--- config.mk ---
export PLATFORM = sky130hd
export DESIGN_NAME = decode_system_stage
export DESIGN_NICKNAME = d
export VERILOG_FILES = /design/src/rtl/instr_type.sv /design/src/rtl/system_decode_comb.sv /design/src/rtl/decode_system_stage.sv
export SDC_FILE = /design/constraint.sdc
export NUM_CORES = 1
export LEC_CHECK = 0
export CAP_MARGIN = 20
export CORE_ASPECT_RATIO = 2
export CORE_MARGIN = 2
export CORE_UTILIZATION = 35
export DETAILED_ROUTE_END_ITERATION = 6
export PLACE_DENSITY = 0.61
export SLEW_MARGIN = 30
export SYNTH_ARGS = -nofsm -noshare
export SYNTH_HDL_FRONTEND = slang
export SYNTH_HIERARCHICAL = 1
export SYNTH_SLANG_ARGS = --single-unit
--- constraint.sdc ---
create_clock -name clk -period 7.8 [get_ports clk]
set_input_delay 1.56 -clock clk [delete_from_list [all_inputs] [get_ports clk]]
set_output_delay 1.56 -clock clk [all_outputs]
set_load 0.01 [all_outputs]
--- src/rtl/instr_type.sv ---
// Shared types and encodings for the SYSTEM-opcode decode stage.
package instr_type;

   typedef enum logic [3:0] {
      sysk_invalid = 4'd0,
      sysk_ecall,
      sysk_ebreak,
      sysk_csrrw,
      sysk_csrrs,
      sysk_csrrc,
      sysk_csrrwi,
      sysk_csrrsi,
      sysk_csrrci,
      sysk_mret,
      sysk_sret,
      sysk_wfi
   } system_kind_t;

   localparam logic [6:0]  OPC_SYSTEM = 7'b1110011;

   localparam logic [11:0] F12_ECALL  = 12'h000;
   localparam logic [11:0] F12_EBREAK = 12'h001;
   localparam logic [11:0] F12_MRET   = 12'h302;
   localparam logic [11:0] F12_SRET   = 12'h102;
   localparam logic [11:0] F12_WFI    = 12'h105;

   localparam logic [1:0]  PRIV_U = 2'd0;
   localparam logic [1:0]  PRIV_S = 2'd1;
   localparam logic [1:0]  PRIV_M = 2'd3;

   // One decoded result, minus the sideband tag (its width is a stage parameter).
   typedef struct packed {
      system_kind_t kind;
      logic [11:0]  csr_addr;
      logic [4:0]   rd;
      logic [4:0]   rs1_uimm;
      logic         csr_re;
      logic         csr_we;
      logic         illegal;
   } sys_dec_t;

   function automatic logic is_csr_kind(input system_kind_t k);
      return (k == sysk_csrrw)  || (k == sysk_csrrs)  || (k == sysk_csrrc) ||
             (k == sysk_csrrwi) || (k == sysk_csrrsi) || (k == sysk_csrrci);
   endfunction

endpackage

--- src/rtl/system_decode_comb.sv ---
// Combinational SYSTEM decoder: instruction word + privilege -> kind, CSR enables, legality.
module system_decode_comb
   import instr_type::*;
#(
   parameter int PRIV_EN      = 1,
   parameter int CSR_CHECK_EN = 1
) (
   input  logic [31:0]  instr,
   input  logic [1:0]   priv,
   output system_kind_t kind,
   output logic         csr_re,
   output logic         csr_we,
   output logic         illegal
);

   logic [6:0]  opcode;
   logic [2:0]  funct3;
   logic [4:0]  rd;
   logic [4:0]  rs1;
   logic [11:0] funct12;

   assign opcode  = instr[6:0];
   assign funct3  = instr[14:12];
   assign rd      = instr[11:7];
   assign rs1     = instr[19:15];
   assign funct12 = instr[31:20];

   always_comb begin
      kind    = sysk_invalid;
      csr_re  = 1'b0;
      csr_we  = 1'b0;
      illegal = 1'b0;

      if (opcode != OPC_SYSTEM) begin
         illegal = 1'b1;
      end else begin
         case (funct3)
            3'b000: begin
               illegal = (rd != 5'd0) || (rs1 != 5'd0);
               case (funct12)
                  F12_ECALL:  kind = sysk_ecall;
                  F12_EBREAK: kind = sysk_ebreak;
                  F12_MRET: begin
                     kind = sysk_mret;
                     if (PRIV_EN == 0 || priv != PRIV_M) illegal = 1'b1;
                  end
                  F12_SRET: begin
                     kind = sysk_sret;
                     if (PRIV_EN == 0 || priv == PRIV_U) illegal = 1'b1;
                  end
                  F12_WFI: begin
                     kind = sysk_wfi;
                     if (PRIV_EN == 0) illegal = 1'b1;
                  end
                  default: illegal = 1'b1;
               endcase
            end
            3'b001: begin kind = sysk_csrrw;  csr_we = 1'b1; csr_re = (rd != 5'd0); end
            3'b101: begin kind = sysk_csrrwi; csr_we = 1'b1; csr_re = (rd != 5'd0); end
            3'b010: begin kind = sysk_csrrs;  csr_re = 1'b1; csr_we = (rs1 != 5'd0); end
            3'b011: begin kind = sysk_csrrc;  csr_re = 1'b1; csr_we = (rs1 != 5'd0); end
            3'b110: begin kind = sysk_csrrsi; csr_re = 1'b1; csr_we = (rs1 != 5'd0); end
            3'b111: begin kind = sysk_csrrci; csr_re = 1'b1; csr_we = (rs1 != 5'd0); end
            default: illegal = 1'b1;
         endcase

         // CSR address bits [9:8] encode the lowest privilege allowed; [11:10]=11 is read-only.
         if (CSR_CHECK_EN != 0 && is_csr_kind(kind)) begin
            if (funct12[9:8] > priv) illegal = 1'b1;
            if (funct12[11:10] == 2'b11 && csr_we) illegal = 1'b1;
         end
      end

      if (illegal) begin
         csr_re = 1'b0;
         csr_we = 1'b0;
      end
   end

endmodule

--- src/rtl/decode_system_stage.sv ---
// SYSTEM decode pipeline stage: one-cycle decode into a registered output with a one-deep skid.
module decode_system_stage
   import instr_type::*;
#(
   parameter int TAG_W        = 32,
   parameter int PRIV_EN      = 1,
   parameter int CSR_CHECK_EN = 1
) (
   input  logic             clk,
   input  logic             rst,
   input  logic             flush,
   input  logic             in_valid,
   output logic             in_ready,
   input  logic [31:0]      in_instr,
   input  logic [1:0]       in_priv,
   input  logic [TAG_W-1:0] in_tag,
   output logic             out_valid,
   input  logic             out_ready,
   output system_kind_t     out_kind,
   output logic [11:0]      out_csr_addr,
   output logic [4:0]       out_rd,
   output logic [4:0]       out_rs1_uimm,
   output logic             out_csr_re,
   output logic             out_csr_we,
   output logic             out_illegal,
   output logic [TAG_W-1:0] out_tag
);

   system_kind_t dec_kind;
   logic         dec_re;
   logic         dec_we;
   logic         dec_illegal;
   sys_dec_t     dec_in;

   system_decode_comb #(
      .PRIV_EN      (PRIV_EN),
      .CSR_CHECK_EN (CSR_CHECK_EN)
   ) u_decode (
      .instr   (in_instr),
      .priv    (in_priv),
      .kind    (dec_kind),
      .csr_re  (dec_re),
      .csr_we  (dec_we),
      .illegal (dec_illegal)
   );

   always_comb begin
      dec_in          = '0;
      dec_in.kind     = dec_kind;
      dec_in.csr_addr = in_instr[31:20];
      dec_in.rd       = in_instr[11:7];
      dec_in.rs1_uimm = in_instr[19:15];
      dec_in.csr_re   = dec_re;
      dec_in.csr_we   = dec_we;
      dec_in.illegal  = dec_illegal;
   end

   sys_dec_t         out_reg,        out_next;
   logic [TAG_W-1:0] out_tag_reg,    out_tag_next;
   logic             out_valid_reg,  out_valid_next;
   sys_dec_t         skid_reg,       skid_next;
   logic [TAG_W-1:0] skid_tag_reg,   skid_tag_next;
   logic             skid_valid_reg, skid_valid_next;
   logic             in_ready_reg,   in_ready_next;

   logic accept;
   logic out_free;

   assign accept   = in_valid & in_ready_reg;
   assign out_free = ~out_valid_reg | out_ready;

   always_comb begin
      out_next        = out_reg;
      out_tag_next    = out_tag_reg;
      out_valid_next  = out_valid_reg;
      skid_next       = skid_reg;
      skid_tag_next   = skid_tag_reg;
      skid_valid_next = skid_valid_reg;

      if (out_free) begin
         if (skid_valid_reg) begin
            // Oldest entry lives in the skid; a same-cycle input refills it.
            out_next       = skid_reg;
            out_tag_next   = skid_tag_reg;
            out_valid_next = 1'b1;
            if (accept) begin
               skid_next     = dec_in;
               skid_tag_next = in_tag;
            end else begin
               skid_valid_next = 1'b0;
            end
         end else begin
            out_valid_next = accept;
            if (accept) begin
               out_next     = dec_in;
               out_tag_next = in_tag;
            end
         end
      end else if (accept) begin
         skid_next       = dec_in;
         skid_tag_next   = in_tag;
         skid_valid_next = 1'b1;
      end

      in_ready_next = ~skid_valid_next;
   end

   always_ff @(posedge clk) begin
      if (rst) begin
         out_reg        <= '0;
         out_tag_reg    <= '0;
         out_valid_reg  <= 1'b0;
         skid_reg       <= '0;
         skid_tag_reg   <= '0;
         skid_valid_reg <= 1'b0;
         in_ready_reg   <= 1'b1;
      end else if (flush) begin
         out_valid_reg  <= 1'b0;
         skid_valid_reg <= 1'b0;
         in_ready_reg   <= 1'b1;
      end else begin
         out_reg        <= out_next;
         out_tag_reg    <= out_tag_next;
         out_valid_reg  <= out_valid_next;
         skid_reg       <= skid_next;
         skid_tag_reg   <= skid_tag_next;
         skid_valid_reg <= skid_valid_next;
         in_ready_reg   <= in_ready_next;
      end
   end

   assign in_ready     = in_ready_reg;
   assign out_valid    = out_valid_reg;
   assign out_kind     = out_reg.kind;
   assign out_csr_addr = out_reg.csr_addr;
   assign out_rd       = out_reg.rd;
   assign out_rs1_uimm = out_reg.rs1_uimm;
   assign out_csr_re   = out_reg.csr_re;
   assign out_csr_we   = out_reg.csr_we;
   assign out_illegal  = out_reg.illegal;
   assign out_tag      = out_tag_reg;

endmodule

==> results of run 1 <==
## cell families (layout without fill, tap and decap cells)
logic type | after synthesis | in the layout | synth area share (%)
and+or+nand+nor | 228 | 228 | 20.9
buffers and inverters | 131 | 240 | 8.37
DFF | 125 | 125 | 37.2
muxes | 122 | 122 | 19.3
AOI/OAI and AO/OA | 85 | 85 | 13.7
adders and majority gates | 2 | 2 | 0.372
xor gates and xnor gates | 1 | 1 | 0.130
other | 0 | 1 | 0
## final cells by class
type	count	area, um2	share of cell area, %
Multi-Input combinational cell	438	3690	42.4
Sequential cell	125	2510	28.8
Antenna cell	1	2.50	0.0288
Tap cell	255	319	3.67
Timing Repair Buffer	141	1390	16.0
Clock buffer	23	468	5.38
Inverter	68	255	2.93
Clock inverter	8	67.6	0.777
## power by group through the flow
stage / clock [uW] / sequential, uW / combinational, uW
2_1_floorplan: 0 / 700 / 125
3_3_place_gp: 0 / 692 / 246
3_5_place_dp: 0 / 692 / 247
4_1_cts: 749 / 678 / 248
5_1_grt: 775 / 681 / 265
6_report: 732 / 678 / 245
## placed cells by master, fill, tap and decap left out, drive strengths merged, types with 2 or more instances in the layout
master / synthesis / layout
a211oi: 62 / 62
clkdlybuf4s50: 0 / 131
nor3: 3 / 3
nand3: 3 / 3
mux2: 61 / 61
or4: 3 / 3
inv: 68 / 68
buf: 25 / 10
clkinv: 0 / 6
o31ai: 2 / 2
or3: 3 / 3
nand2: 10 / 10
o21ai: 6 / 6
clkbuf: 38 / 23
nand2b: 124 / 124
ha: 2 / 2
a21oi: 3 / 3
a31oi: 4 / 4
nor4: 63 / 63
mux2i: 61 / 61
nor2: 9 / 9
and3: 2 / 2
dfxtp: 125 / 125
o311ai: 2 / 2
nor2b: 2 / 2
## per-layer routing
layer  share of wire [%]  up-vias  GRT usage [%]
met2                  53      123           30.7
met4                 3.4        0           8.79
met3                 3.7       28           3.34
li1                    -     2623              -
met5                   0        -              0
met1                  40     2572           19.1
## per-stage QoR
step / instances / setup WS [ns] / cell area (um2) / util [%]
after floorplan: 694 / 4.00 / 6720 / -
after global placement: 1027 / 3.09 / 8160 / 43.3
after detailed placement: 1027 / 3.08 / 8160 / 43.3
after CTS: 1058 / 3.49 / 8690 / 46.2
after global routing: 1058 / 3.35 / 8690 / 46.2
final: 1059 / 3.50 / 8700 / 46.2
## cell usage after synthesis, types with 3 or more instances
library cell,n
a211oi_2,60
a31oi_1,4
buf_2,15
buf_6,6
clkbuf_1,38
dfxtp_1,125
inv_1,68
mux2_2,61
mux2i_1,61
nand2_1,10
nand2b_1,124
nand3_1,3
nor2_1,9
nor4_1,63
o21ai_0,6
or3_1,3
or4_1,3
## critical path, cell delays in order
cell and delay, ns:
clkdlybuf4s50_1 0.43, nor4_1 0.76, a31oi_1 0.24, a31oi_1 0.24, nand2b_1 0.13, a221oi_1 0.07, or4_1 0.55, mux2_2 0.27
nor4_1 0.23, a211oi_2 0.07
## path summary, 6_finish.rpt
path / endpoint / slack (ns)
worst min-delay path: out_tag[9] / 0.46
worst max-delay path: out_illegal / 3.50
worst max register to register: out_rd[0] / 5.36
worst min register to register: out_tag[9] / 0.46
==> impl_metrics.csv, run 1 <==
group,metric,value,unit
clock_network,postCtsSetupBuffers,0,
global_route,grt_pass1_vias,5242,
clock_network,cts_tree,"built",
timing,finalSetupViolCount,0,
cells_and_area,drive_above_1_share,20.7,%
clock_network,clk_pin_slew,0.06,ns
die,start_util,35.7,%
drt,antenna_left,0,
synth,synth_top_cell_area_share,37.2,%
synth,async_flop_share,0,%
clock_network,worstSkewPairLatency,0.41,ns
worst_hold_path,holdCritStartpoint,"out_tag[9]",
timing,timing.final.crit_share,55.1,%
clock_network,cts_buffers,17,
drt,via_count,5346,
clock_network,cts_buffer_depth,2,
timing,drv_slew,0,
die,die_h,200,um
worst_setup_path,cp-end-kind,"register",
power,comb_power_share,14.8,%
power,p_int,1240,uW
global_route,grt.overflow.total,0,
timing,finClkSkew,0.00891,ns
worst_setup_path,reg2regPathDepth,4,
synth,syn-num-nets,767,
clock_network,numClockSinks,125,
synth,syn_inst,694,
timing,max_slew_margin,36.2,%
synth,yosys_warnings,6,
power,cellPowerDensity,190,nW/um2
global_route,gr-usage-all-layers,17.3,%
synth,synth_seq_area_share,37.2,%
global_route,grt_max_degree,106,
synth,synth_cell_type_count,42,
placed_design,io_buffers,133,
clock_network,cts_resized,0,
timing,max_freq,233,MHz
timing,tightest_slew,0.958,ns
synth,syn_area,6720,um2
power,ir_worst_vdd,108,uV
worst_setup_path,cp_max_fo,3,
cells_and_area,syn2layout_area_growth,29.3,%
die,die_w,102,um
worst_setup_path,critPathLaunchType,"input pin",
drt,wirelength,17500,um
synth,synth_area_leader_cell,"dfxtp_1",
die,row_count,71,
timing,fin_tns_setup,0,ns
power,power.total,1650,uW
drt,dr.first_iter.drc_count,225,
power,switchingPower,412,uW
cells_and_area,fill_cells,1867,
drt,wl_per_cell,16.5,um
placed_design,hpwl,11000,um
status,status,"complete, no violations",
die,die-area,20400,um2
synth,ys.flop_type,"dfxtp_1",
synth,synth_edf_count,0,
clock_network,htree_num_levels,4,
drt,drt-vias-per-instance,5.05,
synth,synth-seq-cells,125,
timing,hold_ws,0.459,ns
die,io_pins,134,
worst_setup_path,startpoint,"in_instr[15]",
power,clkPwrFrac,44.2,%
synth,postSynthAreaPerCell,9.69,um2
worst_setup_path,path_class,"in2reg",
worst_hold_path,whs_path_depth,2,
worst_hold_path,hold_path_class,"reg2reg",
power,power_switching_share,24.9,%
power,leakage,0.00286,uW
worst_setup_path,r2r_start,"skid_valid_reg",
placed_design,gp_congestion,0.817,
clock_network,ctsHoldBuffers,0,
worst_setup_path,required,8.06,ns
global_route,antenna_found_initial,0,
timing,rsz0062_at_grt,"no",
drt,drc_errors,0,
timing,period_minus_slack,4.30,ns
cells_and_area,fin_nets,864,
power,pwr-share-seq,41.0,%
synth,synth_area_leaders,"dfxtp_1 (37%), nand2b_1 (12%), a211oi_2 (11%)",
worst_setup_path,cp.arrival,4.56,ns
drt,firstDrtPassIters,4,
run,maxCapViolations,0,
clock_network,ctsRootBufferMaster,"clkbuf_16",
die,core_area,18800,um2
timing,hold_viol_final,0,
global_route,grt_pass1_wl,27200,um
(Power assumes the default switching activity.)
==> run 2: changes to the inputs <==
- clock period: 7.8 -> 4.4 ns (I/O delays scaled with it)
==> run 2 against run 1 <==
Effect of this change: cell count about the same; first-iteration DRC count down 28%; clock skew about the same; register-to-register slack worse by 3.2 ns; clock power up 98%; routed wire length up 0.46%; non-clock buffer count up 1; flip-flop and latch count unchanged; die area unchanged; power up 87%; largest cell class unchanged; highest routed layer unchanged.
==> impl_metrics.csv, run 2 (same netlist as run 1, synthesis figures left out) <==
group,metric,value,unit
status,status,"complete, no violations",
power,ir_worst_vdd,224,uV
worst_setup_path,cp.arrival,3.76,ns
timing,tightest_slew,0.829,ns
clock_network,cts_tree,"built",
timing,max_freq,288,MHz
clock_network,cts_buffer_depth,2,
timing,fin_tns_setup,0,ns
clock_network,cts_buffers,17,
clock_network,ctsRootBufferMaster,"clkbuf_16",
worst_setup_path,crit_top_cell,"o311ai_1",
worst_setup_path,path_class,"in2reg",
global_route,grt_pass1_vias,5372,
worst_setup_path,cp-end-kind,"register",
timing,max_slew_margin,44.8,%
worst_setup_path,critPathBufInv,1,
worst_hold_path,holdCritStartpoint,"out_tag[18]",
die,start_util,35.7,%
placed_design,gp_congestion,0.811,
die,die-area,20400,um2
cells_and_area,final_cell_mix,"clkdlybuf4s50_1 (131), nand2b_1 (124), dfxtp_1 (124)",
cells_and_area,drive_above_1_share,20.9,%
die,core_area,18800,um2
worst_setup_path,cp_max_fo,8,
worst_setup_path,rrSetupSlack,2.15,ns
cells_and_area,instances_no_fill,1058,
drt,drc_errors,0,
clock_network,htree_num_levels,4,
cells_and_area,syn2layout_area_growth,31.0,%
drt,antenna_left,0,
drt,wirelength,17600,um
cells_and_area,fill_cells,1819,
timing,hold_ws,0.460,ns
timing,hold_viol_final,0,
global_route,grt_max_degree,103,
timing,period_minus_slack,3.48,ns
worst_setup_path,path_delay_family,"simple AND/OR/NAND/NOR gates",
clock_network,ctsHoldBuffers,0,
placed_design,post_dp_cell_area,8200,um2
clock_network,cts_resized,0,
worst_setup_path,required,4.69,ns
cells_and_area,layout_commonest_cell,"clkdlybuf4s50_1",
drt,drt-vias-per-instance,5.02,
worst_setup_path,crit_chain,"clkdlybuf4s50_1 > or3b_4 > o21a_1 > o311ai_1 > o311ai_1 > and3_1 > or4_1 > mux2_2 > nor4_1 > a211oi_2",
worst_hold_path,whs_path_depth,2,
placed_design,hpwl,11200,um
worst_setup_path,cp_slowest_cell,"clkdlybuf4s50_1",
drt,via_count,5312,
worst_setup_path,reg2regPathDepth,4,
cells_and_area,diodes,0,
clock_network,clk_pin_slew,0.05,ns
placed_design,dp_cells,1028,
clock_network,worstSkewPairLatency,0.41,ns
power,leakage,0.00291,uW
die,io_pins,134,
clock_network,postCtsSetupBuffers,0,
timing,rsz0062_at_grt,"no",
clock_network,numClockSinks,125,
cells_and_area,final_cell_area,8810,um2
global_route,grt_pass1_wl,27500,um
run,maxCapViolations,0,
worst_hold_path,min_to,"out_tag[18]",
drt,firstDrtPassIters,4,
placed_design,io_buffers,133,
worst_setup_path,critPathLaunchType,"input pin",
worst_setup_path,critPathMaxStageDelay,0.53,ns
timing,finalSetupViolCount,0,
timing,timing.final.crit_share,79.0,%
timing,finClkSkew,0.00862,ns
global_route,grt.overflow.total,0,
die,die_h,200,um
cells_and_area,fin_util,46.8,%
cells_and_area,fin_nets,865,
cells_and_area,multiInputGateArea,3690,um2
worst_setup_path,r2r_end,"skid_reg[14]",
global_route,gr-usage-all-layers,17.4,%
die,die_w,102,um
drt,dr.first_iter.drc_count,162,
timing,drv_slew,0,
cells_and_area,regArea,2510,um2
worst_setup_path,r2r_start,"skid_valid_reg",
global_route,antenna_found_initial,0,
power,cellPowerDensity,351,nW/um2
worst_hold_path,hold_path_class,"reg2reg",
die,row_count,71,
drt,wl_per_cell,16.6,um
==> run 2: cell types whose count changed in the layout (fill, tap and decap cells not counted), moves of 2 or more <==
cell / delta
clkinv_2: -4
clkbuf_8: +3
bufinv_16: +2
clkbuf_1: -2
==> run 2: how the worst max path moves through the flow <==
stage | from | endpoint | cells after the start
floorplan | in_instr[20] | out_illegal | 9
global placement | in_instr[17] | out_csr_re | 11
detailed placement | in_instr[20] | out_csr_re | 10
CTS | in_instr[20] | out_csr_re | 10
global route | in_instr[20] | out_csr_re | 10
finish | in_instr[20] | out_illegal | 10
==> run 2: cell type report <==
| cell class | instances | share of cell area (%) |
|---|---|---|
| inverters | 68 | 2.90 |
| clock buffers | 24 | 5.70 |
| repair buffers | 142 | 16.2 |
| multi-input cells | 438 | 41.9 |
| flip-flops and latches | 125 | 28.5 |
| clock inverters | 6 | 1.22 |
| well taps | 255 | 3.62 |
==> run 2: through the flow <==
step | worst slack [ns] | power [uW]
after floorplan | 1.28 | 1460
final | 0.924 | 3090
after global routing | 0.655 | 3220
after global placement | 0.498 | 1660
after CTS | 0.900 | 3140
after detailed placement | 0.476 | 1670
==> run 2: tightest hold or removal path, cell delays in order (launching register included) <==
cell and delay (ns):
dfxtp_1 0.30, inv_1 0.06, a211oi_2 0.05
==> run 2: power by group <==
part | switching (uW) | internal, uW
Combinational | 206 | 232
Clock | 494 | 959
Sequential | 23.5 | 1180
Total | 724 | 2370
==> run 2: per-layer routing <==
| metal | global-route usage, % | part of all wire (%) | wire, um | up-vias |
|---|---|---|---|---|
| met1 | 19.4 | 41 | 7240 | 2574 |
| li1 | - | - | - | 2630 |
| met2 | 32.6 | 54 | 9560 | 92 |
| met5 | 0 | 0 | 0 | - |
| met4 | 6.81 | 1.9 | 329 | 0 |
| met3 | 2.54 | 2.4 | 423 | 16 |
